[config.mk]
export PLATFORM = sky130hd
export DESIGN_NAME = mem_stage
export DESIGN_NICKNAME = d
export VERILOG_FILES = /design/src/rtl/mem_stage.sv
export SDC_FILE = /design/constraint.sdc
export NUM_CORES = 1
export LEC_CHECK = 0
export ABC_AREA = 1
export CAP_MARGIN = 40
export CORE_ASPECT_RATIO = 1.2
export CORE_MARGIN = 8
export CORE_UTILIZATION = 52
export DETAILED_ROUTE_END_ITERATION = 16
export PLACE_DENSITY = 0.82
export SLEW_MARGIN = 0
export SYNTH_ARGS = -nofsm -noshare
export SYNTH_HDL_FRONTEND = slang
export SYNTH_SLANG_ARGS = --single-unit
[constraint.sdc]
create_clock -name clk -period 3.25 [get_ports clk]
set_clock_uncertainty 0.05 [all_clocks]
set_input_delay 0.65 -clock clk [delete_from_list [all_inputs] [get_ports clk]]
set_output_delay 0.65 -clock clk [all_outputs]
set_load 0.1 [all_outputs]
[src/rtl/mem_stage.sv]
// Memory stage of the 16-bit core: runs LOAD/STORE/PUSH/POP/CALL/RET over a
// req/ready data-memory port, owns the stack pointer and stalls upstream while busy.
module mem_stage #(
  parameter int unsigned       ADDR_W  = 20,
  parameter logic [ADDR_W-1:0] SP_INIT = 20'hFFFFF
) (
  input  logic              clk,
  input  logic              rst,
  input  logic              i_valid,
  input  logic              i_WB,
  input  logic              i_Mem,
  input  logic [2:0]        i_mem_op,
  input  logic [31:0]       i_pc,
  input  logic [2:0]        i_Rdst,
  input  logic [15:0]       i_alu,
  input  logic [15:0]       i_read_data1,
  output logic              o_stall,
  output logic              mem_req,
  output logic              mem_we,
  output logic [ADDR_W-1:0] mem_addr,
  output logic [15:0]       mem_wdata,
  input  logic              mem_ready,
  input  logic [15:0]       mem_rdata,
  output logic              o_valid,
  output logic              o_WB,
  output logic [2:0]        o_Rdst,
  output logic [15:0]       o_result,
  output logic              o_pc_load,
  output logic [31:0]       o_pc_target,
  output logic [ADDR_W-1:0] o_sp
);
  localparam int unsigned DATA_W = 16;
  localparam int unsigned PC_W   = 32;
  localparam int unsigned RD_W   = 3;

  typedef enum logic [1:0] {S_IDLE, S_ACC1, S_ACC2} state_e;
  typedef enum logic [2:0] {
    OP_NONE  = 3'd0,
    OP_LOAD  = 3'd1,
    OP_STORE = 3'd2,
    OP_PUSH  = 3'd3,
    OP_POP   = 3'd4,
    OP_CALL  = 3'd5,
    OP_RET   = 3'd6,
    OP_RSVD  = 3'd7
  } op_e;

  state_e              state_q, state_d;
  op_e                 op_q, op_d;
  logic                wb_q, wb_d;
  logic [RD_W-1:0]     rdst_q, rdst_d;
  logic [PC_W-1:0]     pc_q, pc_d;
  logic [DATA_W-1:0]   alu_q, alu_d;
  logic [DATA_W-1:0]   wdata_q, wdata_d;
  logic [DATA_W-1:0]   lo_q, lo_d;
  logic [ADDR_W-1:0]   sp_q, sp_d;
  logic                valid_q, valid_d;
  logic                o_wb_q, o_wb_d;
  logic [RD_W-1:0]     o_rdst_q, o_rdst_d;
  logic [DATA_W-1:0]   o_result_q, o_result_d;
  logic                pc_load_q, pc_load_d;
  logic [PC_W-1:0]     pc_target_q, pc_target_d;

  op_e  in_op;
  logic retire;

  // Effective op: non-memory instructions and the reserved code behave as NONE
  always_comb begin
    in_op = op_e'(i_mem_op);
    if (!i_Mem || in_op == OP_RSVD) in_op = OP_NONE;
  end

  // State register and all captured/result registers
  always_ff @(posedge clk) begin
    if (rst) begin
      state_q     <= S_IDLE;
      op_q        <= OP_NONE;
      wb_q        <= 1'b0;
      rdst_q      <= '0;
      pc_q        <= '0;
      alu_q       <= '0;
      wdata_q     <= '0;
      lo_q        <= '0;
      sp_q        <= SP_INIT;
      valid_q     <= 1'b0;
      o_wb_q      <= 1'b0;
      o_rdst_q    <= '0;
      o_result_q  <= '0;
      pc_load_q   <= 1'b0;
      pc_target_q <= '0;
    end else begin
      state_q     <= state_d;
      op_q        <= op_d;
      wb_q        <= wb_d;
      rdst_q      <= rdst_d;
      pc_q        <= pc_d;
      alu_q       <= alu_d;
      wdata_q     <= wdata_d;
      lo_q        <= lo_d;
      sp_q        <= sp_d;
      valid_q     <= valid_d;
      o_wb_q      <= o_wb_d;
      o_rdst_q    <= o_rdst_d;
      o_result_q  <= o_result_d;
      pc_load_q   <= pc_load_d;
      pc_target_q <= pc_target_d;
    end
  end

  // Next state, capture, retirement and SP commit
  always_comb begin
    state_d     = state_q;
    op_d        = op_q;
    wb_d        = wb_q;
    rdst_d      = rdst_q;
    pc_d        = pc_q;
    alu_d       = alu_q;
    wdata_d     = wdata_q;
    lo_d        = lo_q;
    sp_d        = sp_q;
    valid_d     = 1'b0;
    o_wb_d      = 1'b0;
    pc_load_d   = 1'b0;
    o_rdst_d    = o_rdst_q;
    o_result_d  = o_result_q;
    pc_target_d = pc_target_q;
    retire      = 1'b0;

    case (state_q)
      S_IDLE: begin
        if (i_valid) begin
          if (in_op == OP_NONE) begin
            valid_d     = 1'b1;
            o_wb_d      = i_WB;
            o_rdst_d    = i_Rdst;
            o_result_d  = i_alu;
            pc_target_d = '0;
          end else begin
            state_d = S_ACC1;
            op_d    = in_op;
            wb_d    = i_WB;
            rdst_d  = i_Rdst;
            pc_d    = i_pc;
            alu_d   = i_alu;
            wdata_d = i_read_data1;
          end
        end
      end
      S_ACC1: begin
        if (mem_ready) begin
          if (op_q == OP_CALL || op_q == OP_RET) begin
            state_d = S_ACC2;
            lo_d    = mem_rdata;
          end else begin
            retire = 1'b1;
          end
        end
      end
      S_ACC2: begin
        if (mem_ready) retire = 1'b1;
      end
      default: state_d = S_IDLE;
    endcase

    if (retire) begin
      state_d    = S_IDLE;
      valid_d    = 1'b1;
      o_rdst_d   = rdst_q;
      o_wb_d     = wb_q && !(op_q == OP_STORE || op_q == OP_CALL || op_q == OP_RET);
      o_result_d = (op_q == OP_LOAD || op_q == OP_POP) ? mem_rdata : alu_q;
      pc_load_d  = (op_q == OP_RET);
      pc_target_d = (op_q == OP_RET) ? {mem_rdata, lo_q} : '0;
      case (op_q)
        OP_PUSH: sp_d = sp_q - ADDR_W'(1);
        OP_POP:  sp_d = sp_q + ADDR_W'(1);
        OP_CALL: sp_d = sp_q - ADDR_W'(2);
        OP_RET:  sp_d = sp_q + ADDR_W'(2);
        default: sp_d = sp_q;
      endcase
    end
  end

  // Memory port decode from the captured op and current access phase
  always_comb begin
    mem_req   = (state_q != S_IDLE);
    mem_we    = 1'b0;
    mem_addr  = '0;
    mem_wdata = '0;
    if (mem_req) begin
      case (op_q)
        OP_LOAD: mem_addr = ADDR_W'(alu_q);
        OP_STORE: begin
          mem_we    = 1'b1;
          mem_addr  = ADDR_W'(alu_q);
          mem_wdata = wdata_q;
        end
        OP_PUSH: begin
          mem_we    = 1'b1;
          mem_addr  = sp_q;
          mem_wdata = wdata_q;
        end
        OP_POP: mem_addr = sp_q + ADDR_W'(1);
        OP_CALL: begin
          mem_we    = 1'b1;
          mem_addr  = (state_q == S_ACC1) ? sp_q : sp_q - ADDR_W'(1);
          mem_wdata = (state_q == S_ACC1) ? pc_q[31:16] : pc_q[15:0];
        end
        OP_RET: mem_addr = (state_q == S_ACC1) ? sp_q + ADDR_W'(1) : sp_q + ADDR_W'(2);
        default: mem_addr = '0;
      endcase
    end
  end

  assign o_stall     = (state_q != S_IDLE);
  assign o_valid     = valid_q;
  assign o_WB        = o_wb_q;
  assign o_Rdst      = o_rdst_q;
  assign o_result    = o_result_q;
  assign o_pc_load   = pc_load_q;
  assign o_pc_target = pc_target_q;
  assign o_sp        = sp_q;

endmodule

==> summary.md <==
| Metric | Value |
|---|---|
| Commonest cells after routing, fill and taps aside | nand2_1, nor2_1, o21ai_0, dfxtp_1, buf_4 |
| Int Pwr | 4.25 mW |
| Tmin final | 3.21 ns |
| Total number of vias | 10900 |
| CTS clk-pin slew, worst paths | 0.08 ns |
| Drt first-iter violations | 844 |
| Layout Utilization | between 70% and 80% |
| Total core area | approximately 18000 µm² |
| Netlist cell types | 41 |
| Setup CP Type | flop to primary output |
| Seq cells post-synth | 163 |
| Die height | 163 µm |
| Sequential Power Share | 31.0% |
| RSZ-0062 raised after global routing | yes |
| Final setup fails | 0 |
| Largest area contributor in the netlist | dfxtp_1 |
| Initial Utilization | between 50% and 60% |
| Slew @ Worst Pin | around 0.54 ns |
| Boundary Pins | between 200 and 250 |
| CTS tree | built |
| Dpl ws | 0.346 ns |
| Total track usage | 30.7% |
| Port Buffers | 204 |
| Hold Path Sink | o_pc_target[20] |
| Die area | roughly 22000 µm² |
| Final Hold Viols | 0 |
| Combinational Power Share | 40.9% |
| Sinks on Clock Net | 163 |
| Root buffer cell | clkbuf_16 |
| Critical Path Start Type | flop |
| Max-cap violations | 0 |
| Syn. warnings | 0 |
| Post-Syn Instances | between 1500 and 2000 |
| Antenna Violating Nets Remaining | 0 |
| Outcome | finished clean |
| Switching share of total power | 44.6% |
| # DRC | 0 |
| Area of the mapped netlist | 9300 µm² |
| Layout area overhead | 38.3% |
| RR Startpoint | state_q[1] |
| Post-DP HPWL | 26.2 mm |
| Largest net degree at the start of global routing | 57 |
| FF-to-FF path depth | 12 |
| Critical Path Sink Type | primary output |
| Post-synth top area share | 35.1% |
| Setup TNS | 0 ns |
| Fraction of layout cells with a size suffix above 1 | between 10% and 20% |
| CP max FO | 10 |
| Cts hold-fix bufs | 0 |
| Clk buf depth | 2 |
| Leakage | 5.75 nW |
| Mean Syn Cell Area | 6.17 µm² |
| Area contributors post-synth | dfxtp_1, nand2_1, nor2_1 |
| Post-Route WL | approximately 36 mm |
| ANT cells | 0 |
| Gpl congestion | 0.997 |
| Total CTS buffers | 17 |
| RR Endpoint | o_pc_target[6] |
| Final total power | 7.67 mW |
| WP data arrival | 2.51 ns |
| Clk network pwr share | approximately 28% |
| DP Cell Count | about 1900 |
| Post-Layout Cell Count | 1922 |
| Row cnt | 53 |
| Pwr dens | between 500 and 600 nW/µm² |
| Period utilisation layout | 98.6% |
| Slew HR | 64.3% |
| Fin worst setup slack | roughly 0.044 ns |
| Most common cell after layout, fill and taps aside | nand2_1 |
| Slew Limit Fails | 0 |
| First-pass GRT wire length | 55.9 mm |
| Vias in the first global route | 10600 |
| Hold/Removal Path Class | flop to flop |
| Remaining global-route overflow | 0 |
| Flop-to-flop setup slack | roughly 0.77 ns |
| Clock network latency to the later pin of the worst-skew pair | 0.44 ns |
| Hold Path Cell Cnt | 2 |
| Via density | 5.65 |
| Initial antenna violation count | 0 |
| Net Sw Power | 3.42 mW |
| Routed len/inst | 18.6 µm |
| Crit path required time | 2.55 ns |
| Nets | 1789 |
| Post-Syn Nets | between 1500 and 2000 |
| H-tree lvl count | 4 |
| Seq/Total Area, Yosys | 35.1% |
| Peak supply drop | 0.486 mV |
| Die span in x | about 140 µm |
| Hold path start | o_pc_target[20] |
| Fmax | between 300 and 400 MHz |
| First-pass iteration count of the detailed router | 5 |
==> worst max-delay path, cell delays in order (launching register included) <==
cell,delay (ns)
dfxtp_2,0.43
nand2_1,0.12
nor2_1,0.28
nand2_1,0.20
xor2_1,0.21
o21ai_0,0.24
nand2_1,0.08
nor2_1,0.13
buf_4,0.16
nor2_4,0.04
buf_12,0.18
==> how the worst max path moves through the flow <==
stage / startpoint / end / slack (ns) / cells past startpoint
2_1_floorplan: o_sp[12] / mem_addr[19] / 0.005 / 13
3_5_place_dp: o_sp[1] / mem_addr[13] / 0.35 / 11
5_1_grt: o_sp[1] / mem_addr[18] / -0.01 / 13
6_report: o_sp[8] / mem_addr[9] / 0.04 / 10
4_1_cts: o_sp[3] / mem_addr[12] / 0.005 / 10
3_3_place_gp: o_sp[1] / mem_addr[14] / 0.44 / 11
==> kinds of logic after synthesis <==
| logic type | synth area share [%] |
|---|---|
| fa+ha+maj | 1.08 |
| simple gates | 36.0 |
| flops | 35.1 |
| buf+inv | 8.24 |
| xor+xnor | 3.30 |
| compound gates | 16.4 |
==> Yosys cell counts, drive strengths merged <==
cell / n
or2: 2
nor3: 6
o21a: 1
o21bai: 1
o2111ai: 2
nor2: 241
a31oi: 18
xnor2: 2
a22oi: 2
clkbuf: 54
o22ai: 2
o221ai: 1
nand3b: 1
ha: 8
clkinv: 4
buf: 38
a211oi: 2
nand3: 92
dfxtp: 163
a221oi: 1
o2bb2ai: 1
nor3b: 1
xor2: 33
nand2: 475
a21oi: 81
nand4: 13
inv: 87
o211ai: 7
o21ai: 169
==> layer usage <==
| metal | track usage, % | up-vias | routed length [µm] |
|---|---|---|---|
| li1 | - | 5226 | - |
| met1 | 33.9 | 5018 | 13600 |
| met2 | 53.0 | 483 | 17500 |
| met3 | 7.12 | 139 | 2720 |
| met4 | 18.1 | 0 | 1890 |
| met5 | 0 | - | 0 |
==> final cells by class <==
cell class	instances	area, µm²
Clock inverter	15	209
Inverter	91	354
Sequential cell	163	3300
Clock buffer	17	425
Tap cell	220	275
Multi-Input combinational cell	1162	5660
Fill cell	1397	4650
Timing Repair Buffer	254	2640
==> repair_timing <==
action | CTS | global route
endpoints found under the setup margin | 19 | 36
pin swaps | 0 | 1
buffers inserted | 0 | 2
gates resized for setup | 10 | 41
==> registers in the layout, indices dropped and copies added, names as in the netlist <==
signal and cells:
lo_q 16, o_valid 1, o_Rdst 3, pc_q 32, alu_q 16, o_sp 20
wdata_q 16, state_q 2, o_result 16, o_WB 1, op_q 3, o_pc_target 32
wb_q 1, o_pc_load 1, rdst_q 3
==> power groups by stage <==
stage,sequential [mW],combinational [mW],clock [mW]
final,2.38,3.14,2.15
after global routing,2.41,3.36,2.24
after CTS,2.38,3.05,2.17
after detailed placement,2.42,3.02,0
after global placement,2.41,2.98,0
after floorplan,2.76,1.78,0
==> stage by stage <==
stage	hold WS [ns]	instance area (µm²)
detailed placement	0.384	12000
CTS	0.400	12700
finish	0.399	12900
global placement	0.379	12000
floorplan	0.371	9580
global route	0.406	12900
Power figures use the tool's default switching activity.
